==> src/rtl/pwm_strobe_pkg.sv <==
// Shared types, widths and counter helpers for the PWM strobe generator.
package pwm_strobe_pkg;

  localparam int unsigned CNT_W_DEF = 16;

  typedef enum logic {
    IDLE = 1'b0,
    RUN  = 1'b1
  } state_t;

  typedef struct packed {
    logic [CNT_W_DEF-1:0] period;
    logic [CNT_W_DEF-1:0] duty;
  } cfg_t;

  // Duty is clamped to the period at capture so the run logic never sees duty>period.
  function automatic cfg_t make_cfg(input logic [CNT_W_DEF-1:0] period,
                                    input logic [CNT_W_DEF-1:0] duty);
    cfg_t c;
    c.period = period;
    c.duty   = (duty > period) ? period : duty;
    return c;
  endfunction

  // Increment-then-compare avoids underflow of period-1 and overflow at the top count.
  function automatic logic [CNT_W_DEF-1:0] wrap_inc(input logic [CNT_W_DEF-1:0] cnt,
                                                    input logic [CNT_W_DEF-1:0] period);
    logic [CNT_W_DEF-1:0] inc;
    inc = cnt + 1'b1;
    return (inc >= period) ? '0 : inc;
  endfunction

endpackage

==> src/rtl/pwm_strobe_gen.sv <==
// Set/reset strobe generator for an SR latch forming a PWM output; strobes lag the counter by one cycle.
// Period/duty commands are double-buffered (cfg_ready low while the shadow is full); KILL_EN adds a level kill input.
module pwm_strobe_gen
  import pwm_strobe_pkg::*;
#(
  parameter int unsigned CNT_W       = CNT_W_DEF,
  parameter int unsigned INIT_PERIOD = 1000
) (
  input  logic             clk,
  input  logic             reset,
  input  logic             enable,
`ifdef KILL_EN
  input  logic             kill,
`endif
  input  logic             cfg_valid,
  output logic             cfg_ready,
  input  logic [CNT_W-1:0] cfg_period,
  input  logic [CNT_W-1:0] cfg_duty,
  output logic             set_o,
  output logic             reset_o,
  output logic             q_track,
  output logic             period_start
);

  localparam logic [CNT_W_DEF-1:0] INIT_P = CNT_W_DEF'(INIT_PERIOD);

  state_t               state_q, state_d;
  logic [CNT_W_DEF-1:0] cnt_q, cnt_d;
  cfg_t                 act_q, act_d;
  cfg_t                 shd_q, shd_d;
  logic                 shd_full_q, shd_full_d;
  logic                 cfg_ready_q, cfg_ready_d;
  logic                 q_track_q, q_track_d;
  logic                 set_q, set_d;
  logic                 reset_q, reset_d;
  logic                 ps_q, ps_d;

  logic                 stop_req;
  logic                 start_ok;
  logic                 accept;
  cfg_t                 cfg_in;
  cfg_t                 eff;

`ifdef KILL_EN
  // Lock survives the kill until enable is seen low, so restart needs a fresh enable edge.
  logic kill_lock_q, kill_lock_d;

  always_comb begin
    kill_lock_d = kill | (kill_lock_q & enable);
    stop_req    = ~enable | kill;
    start_ok    = enable & ~kill & ~kill_lock_q;
  end

  always_ff @(posedge clk) begin
    if (reset) kill_lock_q <= 1'b0;
    else       kill_lock_q <= kill_lock_d;
  end
`else
  always_comb begin
    stop_req = ~enable;
    start_ok = enable;
  end
`endif

  always_comb begin
    accept = cfg_valid & cfg_ready_q;
    cfg_in = make_cfg(cfg_period, cfg_duty);
    eff    = shd_full_q ? shd_q : act_q;

    state_d    = state_q;
    cnt_d      = cnt_q;
    act_d      = act_q;
    shd_d      = shd_q;
    shd_full_d = shd_full_q;
    q_track_d  = q_track_q;
    set_d      = 1'b0;
    reset_d    = 1'b0;
    ps_d       = 1'b0;

    case (state_q)
      IDLE: begin
        if (q_track_q) begin
          reset_d   = 1'b1;
          q_track_d = 1'b0;
        end
        if (accept) act_d = cfg_in;
        if (start_ok && (act_q.period != '0)) begin
          state_d = RUN;
          cnt_d   = '0;
        end
      end

      RUN: begin
        if (accept) begin
          shd_d      = cfg_in;
          shd_full_d = 1'b1;
        end
        if (stop_req) begin
          state_d = IDLE;
          cnt_d   = '0;
          if (q_track_q) begin
            reset_d   = 1'b1;
            q_track_d = 1'b0;
          end
        end else if (cnt_q == '0) begin
          act_d = eff;
          if (shd_full_q) shd_full_d = 1'b0;
          if (eff.period == '0) begin
            state_d = IDLE;
            cnt_d   = '0;
            if (q_track_q) begin
              reset_d   = 1'b1;
              q_track_d = 1'b0;
            end
          end else begin
            ps_d  = 1'b1;
            cnt_d = wrap_inc(cnt_q, eff.period);
            if (eff.duty == '0) begin
              if (q_track_q) begin
                reset_d   = 1'b1;
                q_track_d = 1'b0;
              end
            end else if (!q_track_q) begin
              set_d     = 1'b1;
              q_track_d = 1'b1;
            end
          end
        end else begin
          cnt_d = wrap_inc(cnt_q, act_q.period);
          if ((cnt_q == act_q.duty) && (act_q.duty < act_q.period) && q_track_q) begin
            reset_d   = 1'b1;
            q_track_d = 1'b0;
          end
        end
      end

      default: state_d = IDLE;
    endcase

    cfg_ready_d = ~shd_full_d;
  end

  always_ff @(posedge clk) begin
    if (reset) begin
      state_q     <= IDLE;
      cnt_q       <= '0;
      act_q       <= '{period: INIT_P, duty: '0};
      shd_q       <= '0;
      shd_full_q  <= 1'b0;
      cfg_ready_q <= 1'b1;
      q_track_q   <= 1'b0;
      set_q       <= 1'b0;
      reset_q     <= 1'b0;
      ps_q        <= 1'b0;
    end else begin
      state_q     <= state_d;
      cnt_q       <= cnt_d;
      act_q       <= act_d;
      shd_q       <= shd_d;
      shd_full_q  <= shd_full_d;
      cfg_ready_q <= cfg_ready_d;
      q_track_q   <= q_track_d;
      set_q       <= set_d;
      reset_q     <= reset_d;
      ps_q        <= ps_d;
    end
  end

  assign cfg_ready    = cfg_ready_q;
  assign set_o        = set_q;
  assign reset_o      = reset_q;
  assign q_track      = q_track_q;
  assign period_start = ps_q;

endmodule
==> config.mk <==
export PLATFORM = sky130hd
export DESIGN_NAME = pwm_strobe_gen
export DESIGN_NICKNAME = d
export VERILOG_FILES = /design/src/rtl/pwm_strobe_pkg.sv /design/src/rtl/pwm_strobe_gen.sv
export SDC_FILE = /design/constraint.sdc
export NUM_CORES = 1
export LEC_CHECK = 0
export ABC_AREA = 1
export BUFFER_PORTS_ARGS = -buffer_cell sky130_fd_sc_hd__clkbuf_2
export CORE_MARGIN = 2
export CORE_UTILIZATION = 60
export DETAILED_ROUTE_END_ITERATION = 10
export GPL_TIMING_DRIVEN = 0
export PLACE_DENSITY = 0.79
export RECOVER_POWER = 25
export SLEW_MARGIN = 20
export SYNTH_ARGS = -nofsm -noshare
export SYNTH_HDL_FRONTEND = slang
export SYNTH_SLANG_ARGS = --single-unit
==> constraint.sdc <==
create_clock -name clk -period 7.8 [get_ports clk]
set_clock_uncertainty 0.05 [all_clocks]
set_input_delay 1.17 -clock clk [delete_from_list [all_inputs] [get_ports clk]]
set_output_delay 1.17 -clock clk [all_outputs]
set_load 0.1 [all_outputs]
==> flow_summary.json <==
{
  "status": "completed",
  "clock_latency_ps": 390,
  "drive_gt1_share_pct": 8.24,
  "fin_area_sq_mm": 0.00698,
  "maxCapViolations": 0,
  "yosysSeqAreaShare_pct": 27.2,
  "via_per_inst": 5.65,
  "io_pins": 41,
  "drt_pass1_iterations": 5,
  "finalHoldViolCount": 0,
  "antenna_cells": 0,
  "root_buffer": "clkbuf_8",
  "end_kind": "register",
  "start_kind": "register",
  "yosysUniqueCellTypes": 39,
  "grt-busiest-layer": "met2",
  "syn-instance-count": 977,
  "layout.nets": 1128,
  "routedWlPerCell_um": 15.8,
  "met3_usage_pct": 3.28,
  "dpl.hpwl_um": 14700,
  "die_x_um": 107,
  "cts_sinks": 87,
  "setup_tns_ps": 0,
  "grt_pass1_wl_um": 29900,
  "grt_max_degree": 16,
  "worstMarginPinSlew_ps": 679,
  "multi_input_area_sq_mm": 0.00390,
  "hold_buffers": 0,
  "fp.coreArea_sq_mm": 0.0103,
  "synth-edff-count": 0,
  "rows": 37,
  "fin_crit_sh_pct": 40.9,
  "peakVddDrop_uv": 106,
  "cp.arrival_ps": 3470,
  "grt_antenna_before_repair": 0,
  "dp_cells": 1152,
  "grt_overflow_total": 0,
  "min-delay-path-class": "register to register",
  "clock.fmax_ghz": 0.313,
  "grtUsageTotal_pct": 33.6,
  "netlist_area_sq_mm": 0.00639,
  "ys_warn_count": 0,
  "cts_buffer_depth": 2,
  "powerDensity_mw_per_mm2": 176,
  "htreeDepth": 3,
  "p_leak_uw": 0.00347,
  "die_height_um": 107,
  "crit_fanout": 10,
  "clk_pin_slew_worst_paths_ps": 100,
  "syn_nets": 1078,
  "synthFlopType": "dfxtp_1",
  "critical_path_required_ps": 8080,
  "dr.first_iter.drc_count": 526,
  "wirelength_um": 18400,
  "crit_type": "register to register",
  "drcViolationCount": 0,
  "avgSynthCellArea_sq_um": 6.54,
  "use_met2_pct": 57.1,
  "rsz0062_at_grt": "no",
  "tritoncts": "built",
  "gp_congestion": 0.956,
  "grt_pass1_vias": 6114,
  "finalNonFillerCells": 1168,
  "finalSetupViolations": 0,
  "period_minus_slack_ps": 3190,
  "nFillCells": 1000,
  "yosys_register_bits": 87,
  "ant_nets": 0,
  "die-area_sq_mm": 0.0115,
  "ys_async_sr_fraction_pct": 0,
  "num_vias": 6599,
  "post-cts-setup-buffer-count": 0,
  "cts-buffers-inserted": 9,
  "maxSlewViolCount": 0,
  "syn2layout_area_growth_pct": 9.18,
  "start_util_pct": 61.9,
  "port_buffers": 39,
  "use_met1_pct": 43.8,
  "slew_headroom_pct": 54.8,
  "cts_resized": 0,
  "dpl_cell_area_sq_mm": 0.00676,
  "ff_latch_area_sq_mm": 0.00174
}
-- power breakdown --
part / total (uW) / switching, uW / internal (uW) / leakage (uW)
clock network: 376 / 185 / 191 / 0.000109
logic: 338 / 220 / 119 / 0.00264
registers: 515 / 37.3 / 478 / 0.000714
-- placed cells by master, fill, tap and decap left out, types with 28 or more instances in the layout --
master	netlist	layout
nor2_1	68	69
ha_1	65	65
dfxtp_1	87	87
a21oi_1	107	107
clkbuf_1	25	28
nand2_1	232	232
nand3_1	50	50
clkbuf_2	0	38
o21ai_0	65	65
inv_1	144	144
-- registers in the layout (all words and copies together), names as in the netlist --
register	flops
reset_o	1
set_o	1
state_q	1
q_track	1
shd_q	32
cnt_q	16
shd_full_q	1
cfg_ready	1
period_start	1
act_q	32
-- cell families (layout without fill, tap and decap cells) --
| logic type | Yosys count | after routing | share of synthesized area [%] |
|---|---|---|---|
| buffers and inverters | 188 | 243 | 11.8 |
| AOI/OAI and AO/OA | 220 | 220 | 19.1 |
| DFF | 87 | 87 | 27.2 |
| xor gates and xnor gates | 22 | 22 | 3.01 |
| and+or+nand+nor | 395 | 395 | 26.1 |
| adders and majority gates | 65 | 65 | 12.7 |
-- critical path: stages (launching register included) --
cell	delay (ps)
dfxtp_1	540
ha_1	250
nand3_1	180
inv_1	120
nand2_1	110
nor3_1	200
xor2_1	180
inv_1	110
ha_1	300
nand2_1	80
inv_1	40
nand2_1	50
nand2_1	40
nand2_1	60
nand2_1	50
nand2_1	50
nand2_1	50
nand2_1	80
nand3_2	100
nand2_4	140
buf_6	160
nand2_1	60
a21oi_1	130
-- per-stage QoR --
| stage | hold WS [ps] | setup slack (ps) | util [%] | total power, uW |
|---|---|---|---|---|
| floorplan | 379 | 4980 | - | 756 |
| global placement | 389 | 4340 | 65.5 | 848 |
| detailed placement | 394 | 4330 | 65.5 | 855 |
| CTS | 409 | 4620 | 67.7 | 1220 |
| global route | 430 | 4290 | 67.6 | 1300 |
| finish | 408 | 4610 | 67.6 | 1230 |
-- path summary, 6_finish.rpt --
check                           startpoint   endpoint  cells past startpoint  slack (ps)
worst max-delay path              cnt_q[0]   cnt_q[9]                     22        4610
worst min-delay path             shd_q[28]  shd_q[28]                      2         410
worst max register to register    cnt_q[0]   cnt_q[9]                     22        4610
worst min register to register   shd_q[28]  shd_q[28]                      2         410
-- Yosys cell counts (2+ instances only) --
library cell	count	area share [%]
dfxtp_1	87	27
o211ai_1	12	1.4
nor4_1	6	0.59
xnor2_1	7	0.96
nor3_1	13	1.0
inv_1	144	8.5
o22ai_1	4	0.39
buf_6	4	0.70
o21bai_1	4	0.47
nand4_1	15	1.5
o21ai_2	13	1.8
o21ai_0	65	5.1
buf_2	7	0.55
nor2_1	68	4.0
nor2_2	2	0.20
clkinv_1	2	0.12
nand3_1	50	3.9
ha_1	65	13
nand2_1	232	14
clkbuf_1	25	1.5
xor2_1	15	2.1
buf_4	2	0.23
nor4_2	2	0.39
a21oi_1	107	8.4
o21ai_1	4	0.31
o21a_1	6	0.70
nand3b_1	2	0.23
buf_1	3	0.18
-- final cells by class --
cell class,instances,share of cell area (%)
clock inverter,6,1.33
tap,136,2.44
sequential,87,25.0
buffer,41,2.80
multi-input combinational,702,55.8
inverter,147,7.90
timing repair buffer,39,2.78
clock buffer,10,1.97
-- metal layers --
layer	wire length (um)	vias to the layer above
met4	635	0
met3	1240	53
met5	0	-
met1	7980	2977
li1	-	3308
met2	8580	261
(Power assumes the default switching activity.)
